<file path="config.mk">
export PLATFORM = sky130hd
export DESIGN_NAME = fft_peak_phase
export DESIGN_NICKNAME = d
export VERILOG_FILES = /design/src/rtl/pr_pkg.sv /design/src/rtl/phase_wrap.sv /design/src/rtl/fft_peak_phase.sv
export SDC_FILE = /design/constraint.sdc
export NUM_CORES = 1
export LEC_CHECK = 0
export ABC_AREA = 0
export ABC_CLOCK_PERIOD_IN_PS = 19700
export CORE_MARGIN = 3
export CORE_UTILIZATION = 44
export CTS_CLUSTER_DIAMETER = 60
export DETAILED_ROUTE_END_ITERATION = 6
export PLACE_DENSITY_LB_ADDON = 0.2
export SLEW_MARGIN = 20
export SYNTH_ARGS = -nofsm -noshare
export SYNTH_HDL_FRONTEND = slang
export SYNTH_SLANG_ARGS = --single-unit
export TNS_END_PERCENT = 100
</file>
<file path="constraint.sdc">
create_clock -name clk -period 19.7 [get_ports clk]
set_clock_uncertainty 0.05 [all_clocks]
set_input_delay 3.94 -clock clk [delete_from_list [all_inputs] [get_ports clk]]
set_output_delay 3.94 -clock clk [all_outputs]
set_load 0.01 [all_outputs]
</file>
<file path="src/rtl/pr_pkg.sv">
// Shared widths, phase constants and payload types for the FFT peak/phase extractor.
package pr_pkg;
  localparam int unsigned BIN_W = 11;
  localparam int unsigned MAG_W = 25;

  typedef shortint phase_t;

  localparam phase_t            PHASE_PI  = 16'sd25736;
  localparam logic signed [16:0] PHASE_2PI = 17'sd51472;

  typedef struct packed {
    logic [BIN_W-1:0] bin;
    logic [MAG_W-1:0] mag;
    phase_t           phase;
  } peak_t;

  typedef enum logic {WAIT_SOP, COLLECT} in_state_t;
  typedef enum logic {OUT_IDLE, OUT_EMIT} out_state_t;
endpackage

</file>
<file path="src/rtl/phase_wrap.sv">
// Combinational phase difference, wrapped into [-pi, pi) in Q3.13.
module phase_wrap
  import pr_pkg::*;
(
  input  phase_t phase,
  input  phase_t ref_phase,
  output phase_t dphase
);
  localparam logic signed [16:0] PI17 = 17'(PHASE_PI);

  logic signed [16:0] diff;
  logic signed [16:0] wrapped;

  always_comb begin
    diff    = 17'(phase) - 17'(ref_phase);
    wrapped = diff;
    if (diff >= PI17)       wrapped = diff - PHASE_2PI;
    else if (diff < -PI17)  wrapped = diff + PHASE_2PI;
    dphase = phase_t'(wrapped[15:0]);
  end
endmodule

</file>
<file path="src/rtl/fft_peak_phase.sv">
// Per-channel peak search over polar FFT frames; emits one result beat per
// channel with phase relative to channel 0 once a full set has been received.
module fft_peak_phase
  import pr_pkg::*;
#(
  parameter int unsigned NCH    = 3,
  parameter int unsigned POW    = BIN_W,
  parameter int unsigned MWIDTH = MAG_W,
  parameter int unsigned BIN_LO = 1,
  parameter int unsigned BIN_HI = 1023,
  parameter int unsigned MODE   = 0
)(
  input  logic                      clk,
  input  logic                      reset,
  input  logic                      sink_valid,
  input  logic                      sink_sop,
  input  logic                      sink_eop,
  input  logic [MWIDTH-1:0]         sink_mag,
  input  logic [15:0]               sink_phase,
  output logic                      source_valid,
  output logic                      source_sop,
  output logic                      source_eop,
  output logic [$clog2(NCH)-1:0]    source_chan,
  output logic [POW-1:0]            source_bin,
  output logic [MWIDTH-1:0]         source_mag,
  output logic [15:0]               source_dphase,
  output logic                      error
);
  localparam int unsigned    CH_W    = $clog2(NCH);
  localparam logic [POW-1:0] BIN_MAX = '1;
  localparam logic [POW-1:0] LO      = POW'(BIN_LO);
  localparam logic [POW-1:0] HI      = POW'(BIN_HI);

  in_state_t        in_state, in_next;
  out_state_t       out_state, out_next;
  logic [POW-1:0]   bin_cnt, cur_bin;
  logic [CH_W-1:0]  ch, ochan;
  peak_t            best, base, best_nx, sel;
  peak_t            res    [NCH];
  peak_t            shadow [NCH];
  logic             take, hit, frame_ok, frame_bad, set_done;
  phase_t           wrap_d;

  assign cur_bin = sink_sop ? '0 : bin_cnt;
  assign take    = sink_valid && (in_state == COLLECT || sink_sop);

  always_ff @(posedge clk or posedge reset) begin
    if (reset) in_state <= WAIT_SOP;
    else       in_state <= in_next;
  end

  always_comb begin
    in_next = in_state;
    if (take) in_next = (sink_eop || cur_bin == BIN_MAX) ? WAIT_SOP : COLLECT;
  end

  // Frame-end classification and candidate peak update for the current beat.
  always_comb begin
    frame_ok  = take && sink_eop && (cur_bin == BIN_MAX);
    frame_bad = take && (sink_eop ^ (cur_bin == BIN_MAX));
    base = best;
    if (sink_sop) begin
      base.bin   = BIN_W'(LO);
      base.mag   = '0;
      base.phase = '0;
    end
    if (MODE == 1 && ch != '0) hit = (cur_bin == POW'(res[0].bin));
    else hit = (cur_bin >= LO) && (cur_bin <= HI) && (MAG_W'(sink_mag) > base.mag);
    best_nx = base;
    if (hit) begin
      best_nx.bin   = BIN_W'(cur_bin);
      best_nx.mag   = MAG_W'(sink_mag);
      best_nx.phase = phase_t'(sink_phase);
    end
  end

  always_ff @(posedge clk or posedge reset) begin
    if (reset) begin
      bin_cnt  <= '0;
      ch       <= '0;
      best     <= '0;
      error    <= 1'b0;
      set_done <= 1'b0;
      for (int k = 0; k < int'(NCH); k++) begin
        res[k]    <= '0;
        shadow[k] <= '0;
      end
    end else begin
      error    <= frame_bad;
      set_done <= 1'b0;
      if (take) begin
        best    <= best_nx;
        bin_cnt <= cur_bin + 1'b1;
        if (frame_bad) ch <= '0;
        else if (frame_ok) begin
          for (int k = 0; k < int'(NCH); k++)
            if (CH_W'(k) == ch) res[k] <= best_nx;
          if (ch == CH_W'(NCH - 1)) begin
            ch       <= '0;
            set_done <= 1'b1;
            for (int k = 0; k < int'(NCH); k++)
              shadow[k] <= (k == int'(NCH) - 1) ? best_nx : res[k];
          end else begin
            ch <= ch + 1'b1;
          end
        end
      end
    end
  end

  always_ff @(posedge clk or posedge reset) begin
    if (reset) out_state <= OUT_IDLE;
    else       out_state <= out_next;
  end

  always_comb begin
    out_next = out_state;
    case (out_state)
      OUT_IDLE: if (set_done) out_next = OUT_EMIT;
      OUT_EMIT: if (ochan == CH_W'(NCH - 1)) out_next = OUT_IDLE;
      default:  out_next = OUT_IDLE;
    endcase
  end

  always_comb begin
    sel = shadow[0];
    for (int k = 0; k < int'(NCH); k++)
      if (CH_W'(k) == ochan) sel = shadow[k];
  end

  phase_wrap u_wrap (
    .phase     (sel.phase),
    .ref_phase (shadow[0].phase),
    .dphase    (wrap_d)
  );

  logic              valid_nx, sop_nx, eop_nx;
  logic [CH_W-1:0]   chan_nx;
  logic [POW-1:0]    bin_nx;
  logic [MWIDTH-1:0] mag_nx;
  logic [15:0]       dphase_nx;

  // Result fields hold between bursts; only valid drops.
  always_comb begin
    valid_nx  = 1'b0;
    sop_nx    = source_sop;
    eop_nx    = source_eop;
    chan_nx   = source_chan;
    bin_nx    = source_bin;
    mag_nx    = source_mag;
    dphase_nx = source_dphase;
    if (out_state == OUT_EMIT) begin
      valid_nx  = 1'b1;
      sop_nx    = (ochan == '0);
      eop_nx    = (ochan == CH_W'(NCH - 1));
      chan_nx   = ochan;
      bin_nx    = POW'(sel.bin);
      mag_nx    = MWIDTH'(sel.mag);
      dphase_nx = wrap_d;
    end
  end

  always_ff @(posedge clk or posedge reset) begin
    if (reset) begin
      ochan         <= '0;
      source_valid  <= 1'b0;
      source_sop    <= 1'b0;
      source_eop    <= 1'b0;
      source_chan   <= '0;
      source_bin    <= '0;
      source_mag    <= '0;
      source_dphase <= '0;
    end else begin
      ochan         <= (out_state == OUT_EMIT) ? ochan + 1'b1 : '0;
      source_valid  <= valid_nx;
      source_sop    <= sop_nx;
      source_eop    <= eop_nx;
      source_chan   <= chan_nx;
      source_bin    <= bin_nx;
      source_mag    <= mag_nx;
      source_dphase <= dphase_nx;
    end
  end
endmodule

</file>
Word level (Yosys, flattened, before mapping)

Cells that the tools add are included.

Memories: 0
Bits in registers: 388
Bits in read-only memories: 0
Word-level logic and storage cells: 87
Input bits: 46
Latch bits: 0
RAM bits: 0
Output and inout port bits: 58

$add $sub $neg: 6
Eq/ne operators: 6
Multipliers: 0
Reduce and logical (&&, ||, !) cells: 15
Order comparisons: 5
Shifts and indexed selects: 0
Mux-type cells: 20
Divide/modulo/power cells: 0
Bitwise operators: 3

Operator list:

| kind                                                              | number |
|---|---|
| 2-to-1 mux 52 bit                                                 | 4 |
| 2-to-1 mux 16 bit                                                 | 2 |
| > comparator 25 bit                                               | 1 |
| >= comparator 17 x 16 -> 1 bit (second input constant)            | 1 |
| < comparator 17 x 16 -> 1 bit (second input constant)             | 1 |
| subtractor 16 x 16 -> 17 bit                                      | 1 |
| adder 16 x 15 -> 16 bit (second input constant)                   | 1 |
| subtractor 16 x 15 -> 16 bit (second input constant)              | 1 |
| AND reduction 4 bit                                               | 3 |
| adder 11 x 1 -> 11 bit (second input constant)                    | 1 |
| == test 11 bit (second input constant)                            | 1 |
| >= comparator 11 x 1 -> 1 bit (second input constant)             | 1 |
| less-or-equal comparator 11 x 10 -> 1 bit (second input constant) | 1 |
| 2-to-1 mux 11 bit                                                 | 1 |
| 2-to-1 mux 1 bit                                                  | 8 |
| 2-to-1 mux 2 bit                                                  | 4 |
| logical AND 1 bit                                                 | 6 |
| adder 2 x 1 -> 2 bit (second input constant)                      | 2 |
| == test 1 x 2 -> 1 bit (first input constant)                     | 2 |
| == test 2 bit (second input constant)                             | 2 |
| zero test 2 bit                                                   | 2 |
| == test 2 bit (first input constant)                              | 1 |
| logical OR 1 bit                                                  | 2 |
| inverter 1 bit                                                    | 2 |
| other kinds (4)                                                   | 4 |

Logic depth before layout (Yosys ltp)

Gate-level depths: netlist of run 1.

Depth after elaboration: 7
Depth in mapped cells: 23
Gate-level depth less buffers: 20

Cells and area by module

From an unflattened synthesis of run 1, not the netlist that was laid out.

Cell total of the unflattened synthesis: 1848
Area total of the unflattened synthesis: 18347.6 um^2

By module, submodules not included:

| module         | area an instance (um^2) | seq. area each (um^2) | cells each | instances |
|---|---|---|---|---|
| fft_peak_phase | 16873.7                 | 9709.3                | 1656       | 1 |
| phase_wrap     | 1473.9                  | 0.0                   | 192        | 1 |

Worst setup path before layout of run 1

No wires, ideal clock.

Kind: in2reg
Start point: in sink_sop
End point: reg shadow[52] (netlist name)
Required time: 19.585 ns
Slack: 12.559 ns
Stages: 17
Arrival time: 7.026 ns
Path buffers: 4
Setup time: 0.065 ns
Path through: clkbuf_1 clkbuf_1 nand2b_1 inv_1 ha_1 and4b_1 and2_1 and3_1 nand2_1 ha_1 nor3_1 nand2_1 nor2_1 clkbuf_1 buf_1 nand2_1 nand2_1

Cells in the longest elaborated chain, start to end: 6
Elaborated cells on any way between the ends: 10
Classes of those cells: eq/ne: 1; mux: 1; bitwise: 2; reduce/logical: 6

Ends and longest elaborated chain:

| what                                     | line                                       | source |
|---|---|---|
| from (decl)                              | fft_peak_phase.sv:16                       | `input logic sink_sop,` |
| 2-to-1 mux 11 bit                        | fft_peak_phase.sv:44                       | `assign cur_bin = sink_sop ? '0 : bin_cnt;` |
| == test 11 bit                           | fft_peak_phase.sv:59, fft_peak_phase.sv:60 |  |
| bitwise XOR 1 bit                        | fft_peak_phase.sv:60                       | `frame_bad = take && (sink_eop ^ (cur_bin == BIN_MAX));` |
| logical AND 1 bit                        | fft_peak_phase.sv:60                       |  |
| inverter 1 bit (no source line)          | n/a                                        |  |
| AND reduction 4 bit (no source line) (*) | n/a                                        |  |
| to (signal, indexed assignment)          | fft_peak_phase.sv:102                      | `shadow[k] <= (k == int'(NCH) - 1) ? best_nx : res[k];` |
| to (decl)                                | fft_peak_phase.sv:40                       | `peak_t shadow [NCH];` |

Mark *: on every way between the ends. The rest lies on a longest branch, timed or not.
A chain may end at the register's enable or synchronous reset.

Worst setup path after layout of run 1

Start point: in sink_sop
End point: reg shadow[118] (netlist name)

The elaborated chain is that of the path after synthesis.

==> results of run 1 <==
==> flip-flops by register name (all words and copies together), names as in the netlist, 2 cells and up <==
signal	flops
ochan	2
source_chan	2
ch	2
bin_cnt	11
best	52
source_dphase	16
res	104
source_bin	11
source_mag	25
shadow	156
==> cells by family after synthesis <==
| family | count (synthesis) | synth area share (%) |
|---|---|---|
| AO/OA/AOI/OAI | 425 | 14.9 |
| AND/OR/NAND/NOR | 719 | 17.2 |
| adder cells (fa/ha/maj) | 50 | 3.54 |
| flip-flops | 388 | 54.3 |
| multiplexers | 99 | 5.84 |
| buffers and inverters | 158 | 3.41 |
| XOR/XNOR | 16 | 0.826 |
==> cells in the final DEF, fill, tap and decap left out, types with 5 or more instances in the layout <==
master,synthesis,final
a21o_1,17,17
clkdlybuf4s50_1,0,102
nor2b_1,7,7
o21ai_1,35,34
and2_1,7,7
xor2_1,7,7
inv_1,40,39
mux2i_1,56,56
dfrtp_1,388,387
o21a_1,9,9
nand2_1,533,532
nand4_1,14,14
and3_1,6,6
nand2b_1,55,55
a21oi_1,30,30
clkbuf_16,0,43
clkbuf_8,0,15
a22o_1,54,54
buf_4,2,12
xnor2_1,8,8
nand3_1,18,18
mux2_2,43,43
a31oi_1,9,9
o21ai_0,215,215
clkbuf_1,100,7
ha_1,49,47
or3_1,6,5
nor3_1,18,18
nor2_1,34,33
==> layer usage <==
layer  global-route usage (%)  wire length [um]  up-vias
met4                     4.65               796        0
met1                     26.6             19300     6352
li1                         -                 -     6408
met5                        0                 0        -
met3                     3.28              1710       61
met2                     30.1             18600      218
==> metrics by stage <==
step | hold slack (ps) | std cells
detailed placement | 405 | 2380
global route | 431 | 2456
finish | 412 | 2456
CTS | 418 | 2456
floorplan | 329 | 1855
global placement | 398 | 2380
==> worst min-delay path by stage <==
stage	to	slack [ps]	cells after the start
6_report	shadow[92]	410	2
4_1_cts	shadow[132]	420	2
3_5_place_dp	shadow[132]	400	2
3_3_place_gp	shadow[89]	400	2
2_1_floorplan	source_valid	330	0
5_1_grt	shadow[82]	430	2
==> where the power goes <==
part	leakage [nW]	internal [mW]	switching, mW
logic	3.59	0.0488	0.0686
registers	5.29	0.826	0.0217
clock network	0.723	0.499	0.325
==> area by class of cell <==
| cell class | instances | area, sq um | share of cell area [%] |
|---|---|---|---|
| sequential | 388 | 9710 | 46.8 |
| multi-input combinational | 1309 | 7620 | 36.7 |
| clock buffer | 65 | 1310 | 6.31 |
| timing repair buffer | 117 | 1140 | 5.49 |
| tap | 525 | 657 | 3.17 |
| inverter | 41 | 161 | 0.778 |
| clock inverter | 11 | 159 | 0.766 |
==> critical path: cells and delay by family <==
family | cells | cell delay (ps)
buf+inv | 4 | 1580
simple gates | 8 | 1920
fa+ha+maj | 2 | 470
compound gates | 1 | 210
==> flow_summary.yaml, run 1 <==
floorplanning:
  core_sq_mm: 0.0399
  die_area_sq_mm: 0.0431
  num_rows: 73
  die_x_um: 208
  io_pins: 104
  start_util_pct: 44.8
  fp.dieH_um: 208
min_path:
  hold_start: "shadow[92]"
  hp-class: "reg2reg"
critical_path:
  ff2ff_setup_slack_ps: 13900
  crit_type: "in2reg"
  slowest_stage: "buf_4"
  ff2ff_path_depth: 18
  timing.rr.end: "source_dphase[9]"
  crit_arrival_ps: 8190
  startpoint_type: "input port"
  startpoint: "sink_sop"
  critical_path.max_stage_delay_ps: 890
  cp_max_fo: 97
  reg2reg_from: "ochan[1]"
  worstPathRequired_ps: 20020
  cp-end-kind: "register"
  crit_end: "shadow[118]"
  cp_cell_sequence: "buf_2, buf_4, nand2b_1, inv_1, ha_1, and4b_1, and2_1, and3_1, nand2_1, ha_1, nor3_1, nand2_1, nor2_4, buf_4, o21ai_0"
synthesis:
  synth_nets: 1951
  yosys_most_used_dff: "dfrtp_1"
  avgSynthCellArea_sq_um: 9.64
  synth_most_common_cell: "nand2_1"
  synth_warnings: 0
  synth_edf_count: 0
  syn-cell-area_sq_mm: 0.0179
  yosys-top-cells-area: "dfrtp_1 54%, nand2_1 11%, o21ai_0 6.0%"
  synth_seq_area_share_pct: 54.3
  synth_common_cells: "533 x nand2_1, 388 x dfrtp_1, 215 x o21ai_0, 100 x clkbuf_1, 56 x mux2i_1"
  synth-seq-cells: 388
  syn_inst: 1855
  synth_largest_area_cell: "dfrtp_1"
  yosys.area.top_type_share_pct: 54.3
  synth_cell_types: 80
  postSynth.asyncResetShare_pct: 100
clocking:
  numClockSinks: 388
  cts_setup_buffers: 0
  clockRootBuffer: "clkbuf_16"
  insertion_delay_ps: 560
  cts_buffers: 43
  htreeDepth: 2
  cts_hold_buf: 0
  clock_path_buffers: 3
  cts.clk_slew.worst_paths_ps: 60
  cts_tree: "yes"
  cts_resized: 0
power:
  power_mw: 1.79
  cellLeakagePower_nw: 9.60
  peakVddDrop_mv: 0.0589
  pwr_density_cell_mw_per_mm2: 86.2
run:
  maxCapViolCount: 0
route:
  drc: 0
  vias: 13000
  drtIter0Drc: 755
  viasPerCell: 5.31
  drt-total-wl_mm: 40.4
  final_antenna_net_count: 0
  wl_per_cell_um: 16.5
  drt_pass1_iterations: 5
timing:
  relSlewSlack_pct: 30.2
  tns_ps: 0
  worst-slew-pin-transition_ps: 1040
  setup_viol: 0
  finalHoldViolCount: 0
  fmax_mhz: 127
  period_share_pct: 39.9
  rsz0062_at_grt: "false"
  setup_ws_ps: 11840
  drv_slew: 0
  fin_crit_ps: 7860
global_routing:
  grt_pass1_wl_mm: 67.1
  grt.overflow.total: 0
  grt_pass1_vias: 12900
  antenna_found_initial: 0
  grt_max_degree: 116
  grt.total_usage_pct: 18.7
final_layout:
  utilization_pct: 52.0
  layout-drive-gt1-share_pct: 7.92
  antenna_cells: 0
  syn2layout_area_growth_pct: 16.0
  fin_area_sq_mm: 0.0208
  fillers: 3611
  nets: 1996
place:
  place_ws_ps: 11180
  gp_congestion: 0.818
  postPlaceCellArea_sq_mm: 0.0193
  dp_hpwl_mm: 25.3
  io_buffer_count: 103
status:
  status: "finished clean"
No activity file was read; power rests on OpenSTA's default activity.
==> inputs of run 2 (changes only) <==
--- a/config.mk
+++ b/config.mk
@@ -6,7 +6,7 @@
 export NUM_CORES = 1
 export LEC_CHECK = 0
 export ABC_AREA = 0
-export ABC_CLOCK_PERIOD_IN_PS = 19700
+export ABC_CLOCK_PERIOD_IN_PS = 7270
 export CORE_MARGIN = 3
 export CORE_UTILIZATION = 44
 export CTS_CLUSTER_DIAMETER = 60
==> constraint.sdc (replaced) <==
create_clock -name clk -period 7.27 [get_ports clk]
set_clock_uncertainty 0.05 [all_clocks]
set_input_delay 1.454 -clock clk [delete_from_list [all_inputs] [get_ports clk]]
set_output_delay 1.454 -clock clk [all_outputs]
set_load 0.01 [all_outputs]
==> run 2 against run 1 <==
  * Die area stayed put
  * Utilization is 0.17 points lower
  * Flip-flop and latch count stayed put
  * Register-to-register slack worse by 12000 ps
  * Total power rose to 2.6 times the previous value
==> flow_summary.yaml, run 2 (synthesis results as in run 1) <==
final_layout:
  regArea_sq_mm: 0.00971
  nets: 1998
  layout_common_cells: "532 x nand2_1, 387 x dfrtp_1, 215 x o21ai_0"
  largest_register: "shadow"
  syn2layout_area_growth_pct: 15.6
  fillers: 3637
  largest_reg_flops: 156
  layout_commonest_cell: "nand2_1"
  multiInputGateArea_sq_mm: 0.00762
  fin_area_sq_mm: 0.0207
  utilization_pct: 51.8
  layout-drive-gt1-share_pct: 7.70
  antenna_cells: 0
  reg.largest.list: "shadow x156, res x104, best x52"
critical_path:
  reg2reg_from: "ochan[1]"
  crit_arrival_ps: 5580
  cp_max_fo: 34
  startpoint: "ochan[1]"
  cp-end-kind: "register"
  crit_type: "reg2reg"
  worstPathRequired_ps: 7640
  startpoint_type: "register"
min_path:
  hp-class: "reg2reg"
  hold_start: "shadow[147]"
route:
  wl_met3_mm: 1.81
  drt-total-wl_mm: 40.0
  viasPerCell: 5.29
  wl_per_cell_um: 16.3
  drtIter0Drc: 722
  wl_met1_mm: 18.7
  drc: 0
  drt_pass1_iterations: 5
  met2_length_mm: 18.6
  vias: 13000
  final_antenna_net_count: 0
  dr.max_layer_used: "met4"
power:
  cellLeakagePower_nw: 9.56
  peakVddDrop_mv: 0.147
  pwr_density_cell_mw_per_mm2: 226
floorplanning:
  die_x_um: 208
  start_util_pct: 44.8
  io_pins: 104
  die_area_sq_mm: 0.0431
  core_sq_mm: 0.0399
  fp.dieH_um: 208
  num_rows: 73
timing:
  fin_crit_ps: 5210
  finalHoldViolCount: 0
  worst-slew-pin-transition_ps: 1050
  period_share_pct: 71.7
  drv_slew: 0
  setup_viol: 0
  fmax_mhz: 192
  relSlewSlack_pct: 29.6
  tns_ps: 0
  worst_hold_slack_ps: 413
  rsz0062_at_grt: "false"
global_routing:
  grt_max_degree: 175
  grt.overflow.total: 0
  grt_pass1_wl_mm: 67.5
  grt_pass1_vias: 13100
  antenna_found_initial: 0
  grt.total_usage_pct: 18.7
place:
  io_buffer_count: 103
  postPlaceCellArea_sq_mm: 0.0193
  dp_hpwl_mm: 25.7
  gp_congestion: 0.826
clocking:
  cts_setup_buffers: 0
  cts_resized: 0
  numClockSinks: 388
  cts_buffers: 43
  clock_path_buffers: 3
  cts_tree: "yes"
  cts.clk_slew.worst_paths_ps: 60
  htreeDepth: 2
  cts_hold_buf: 0
  insertion_delay_ps: 550
  clockRootBuffer: "clkbuf_16"
status:
  status: "finished clean"
run:
  maxCapViolCount: 0
-- run 2: critical path: stages, from the launching register on --
cell	delay, ps
dfrtp_1	420
inv_1	130
ha_4	630
mux2i_1	250
nor2_1	60
a21oi_1	150
ha_1	190
inv_1	60
fa_1	440
a21oi_1	230
o21ai_1	110
a21oi_1	300
o21ai_1	160
xnor2_1	480
a2111oi_4	210
nor3_2	680
a221oi_1	230
a221o_1	300
-- run 2: per-layer routing --
layer | global-route usage, % | up-vias
li1 | - | 6414
met1 | 26.2 | 6287
met2 | 31.0 | 233
met3 | 2.80 | 62
met4 | 4.65 | 0
met5 | 0 | -
-- run 2: layout make-up --
type                    count  area share [%]
repair buffers            119            5.78
multi-input cells        1309            36.8
flip-flops and latches    388            46.9
inverters                  41           0.762
clock buffers              66            6.11
well taps                 525            3.18
clock inverters            11           0.399
-- run 2: worst paths after layout --
check / end / slack [ps] / depth (start not counted)
hold reg to reg: shadow[147] / 410 / 2
max in group asynchronous: source_dphase[12] / 4390 / 3
hold / removal: shadow[147] / 410 / 2
setup reg to reg: source_dphase[9] / 2060 / 17
setup / recovery: source_dphase[9] / 2060 / 17
min in group asynchronous: shadow[150] / 1340 / 2
-- run 2: per-stage QoR --
stage               instances  setup WS [ps]  total power [mW]
global placement         2382           1970              2.65
finish                   2459           2060              4.67
floorplan                1855            548              2.53
detailed placement       2382           1960              2.65
global route             2459           1580              4.86
CTS                      2459           2050              4.73
-- run 2: power breakdown --
group / switching, mW / internal (mW)
combinational: 0.184 / 0.133
sequential: 0.0549 / 2.24
clock: 0.857 / 1.20
total: 1.10 / 3.57
==> inputs of run 3 (changes only) <==
--- a/config.mk
+++ b/config.mk
@@ -6,7 +6,7 @@
 export NUM_CORES = 1
 export LEC_CHECK = 0
 export ABC_AREA = 0
-export ABC_CLOCK_PERIOD_IN_PS = 7270
+export ABC_CLOCK_PERIOD_IN_PS = 4500
 export CORE_MARGIN = 3
 export CORE_UTILIZATION = 44
 export CTS_CLUSTER_DIAMETER = 60
==> constraint.sdc (replaced) <==
create_clock -name clk -period 4.5 [get_ports clk]
set_clock_uncertainty 0.05 [all_clocks]
set_input_delay 0.9 -clock clk [delete_from_list [all_inputs] [get_ports clk]]
set_output_delay 0.9 -clock clk [all_outputs]
set_load 0.01 [all_outputs]
==> run 3 against run 2 <==
  * Count of clock-buffer cells in the layout shrank 3
  * Final cell count grew 2.0%
  * Utilization grew 1.5 points
  * Total power grew 67%
  * Worst setup slack lost 1900 ps
  * Final area grew 3.0%
  * Worst hold slack lost 2.4 ps
  * Via count grew 2.4%
  * Non-clock buffer count grew 46
  * Clock power grew 73%
  * Combinational power grew 67%
  * Maximum frequency grew 21%
  * Critical endpoint is now source_dphase[10]
  * Largest power group unchanged
  * Highest routed layer unchanged
==> flow_summary.yaml, run 3 (synthesis results as in run 1) <==
status:
  status: "finished clean"
final_layout:
  fillers: 3579
  layout_common_cells: "532 x nand2_1, 387 x dfrtp_1, 213 x o21ai_0"
  utilization_pct: 53.3
  nets: 2045
  reg.largest.list: "shadow x156, res x104, best x52"
  layout-drive-gt1-share_pct: 10.6
  layout_commonest_cell: "nand2_1"
  largest_reg_flops: 156
  fin_area_sq_mm: 0.0213
  antenna_cells: 0
  finalNonFillerCells: 2507
  syn2layout_area_growth_pct: 19.1
  largest_register: "shadow"
global_routing:
  grt.overflow.total: 0
  grt_pass1_wl_mm: 69.7
  antenna_found_initial: 0
  grt.total_usage_pct: 19.5
  grt_max_degree: 92
  grt_pass1_vias: 13200
floorplanning:
  core_sq_mm: 0.0399
  num_rows: 73
  start_util_pct: 44.8
  fp.dieH_um: 208
  die_area_sq_mm: 0.0431
  die_x_um: 208
  io_pins: 104
critical_path:
  ff2ff_setup_slack_ps: 200
  startpoint_type: "register"
  worstPathRequired_ps: 4870
  reg2reg_from: "ochan[1]"
  crit_type: "reg2reg"
  cp-end-kind: "register"
  ff2ff_path_depth: 17
  timing.rr.end: "source_dphase[10]"
  crit_arrival_ps: 4670
  cp_max_fo: 9
timing:
  worst-slew-pin-transition_ps: 837
  setup_viol: 0
  worst_hold_slack_ps: 410
  fmax_mhz: 232
  period_share_pct: 95.6
  drv_slew: 0
  relSlewSlack_pct: 42.8
  tns_ps: 0
  setup_ws_ps: 196
  fin_crit_ps: 4300
  finalHoldViolCount: 0
place:
  place_ws_ps: 24.7
  dp_hpwl_mm: 27.8
  postPlaceCellArea_sq_mm: 0.0197
  dp.cells: 2423
  gp_congestion: 0.849
  io_buffer_count: 103
min_path:
  holdPathStages: 2
  hold_start: "res[146]"
  whs_endpoint: "shadow[146]"
  hp-class: "reg2reg"
clocking:
  cts_buffers: 44
  cts_tree: "yes"
  htreeDepth: 2
  insertion_delay_ps: 580
  clockRootBuffer: "clkbuf_16"
  numClockSinks: 388
  clock_path_buffers: 3
  cts.clk_slew.worst_paths_ps: 60
run:
  maxCapViolCount: 0
route:
  drt_pass1_iterations: 7
  final_antenna_net_count: 0
  viasPerCell: 5.31
  drc: 0
  wl_per_cell_um: 16.6
  vias: 13300
  drt-total-wl_mm: 41.5
  drtIter0Drc: 901
power:
  peakVddDrop_mv: 0.298
  cellLeakagePower_nw: 9.90
  pwr_density_cell_mw_per_mm2: 367
  power_mw: 7.81
## run 3: cell types whose count changed in the layout (fill, tap and decap cells not counted), moves of 2 or more
cell       delta
buf_12        +8
ha_2          +2
inv_16        +2
bufinv_16     +2
clkbuf_1      -6
o21ai_2       +2
ha_1          -2
clkbuf_8      +2
clkinv_2      +4
inv_6         -2
o21ai_0       -2
buf_4        +38
## run 3: repair_timing
item | in CTS | in global routing
gates resized for setup | 0 | 12
hold buffers | 0 | 0
setup buffers | 0 | 5
endpoints found under the setup margin | 0 | 11
## run 3: critical path, cell delays in order, from the launching register on
cell,delay (ps)
dfrtp_1,420
inv_1,130
ha_4,160
buf_4,200
mux2i_1,190
o21ai_0,90
ha_2,420
a21o_1,170
a311oi_2,130
or3_4,420
a2111o_1,460
o211ai_4,140
a21boi_1,150
a211oi_4,380
buf_4,230
and3_1,180
a311o_1,120
o221ai_1,110
## run 3: worst max-delay path by stage
| stage | startpoint | endpoint | slack (ps) | cells after the start |
|---|---|---|---|---|
| after floorplan | reset | best[0] | -1670 | 1 |
| after global placement | ochan[1] | source_dphase[9] | 200 | 15 |
| after detailed placement | ochan[1] | source_dphase[9] | 20 | 15 |
| after CTS | ochan[1] | source_dphase[9] | 5 | 15 |
| after global routing | ochan[1] | source_dphase[6] | -20 | 17 |
| final | ochan[1] | source_dphase[10] | 200 | 17 |
## run 3: layout make-up
class                           instances  area, sq um  area share (%)
Tap cell                              525          657            3.08
Multi-Input combinational cell       1309         7660            36.0
Inverter                               41          158           0.740
Timing Repair Buffer                  165         1640            7.71
Sequential cell                       388         9710            45.6
Clock buffer                           63         1290            6.08
Clock inverter                         16          171           0.805
## run 3: where the power goes
part	leakage, nW	total, mW	internal, mW	switching [mW]
clock network	0.725	3.57	2.13	1.44
logic	3.89	0.530	0.226	0.304
registers	5.29	3.71	3.62	0.0906
total	9.90	7.81	5.97	1.83
## run 3: metal layers
layer / global-route usage [%] / wire, um / vias to the layer above / part of all wire, %
li1: - / - / 6531 / -
met5: 0 / 0 / - / 0
met2: 32.0 / 19600 / 262 / 47
met1: 27.7 / 19500 / 6454 / 47
met3: 2.54 / 1610 / 58 / 3.9
met4: 5.14 / 780 / 0 / 1.9
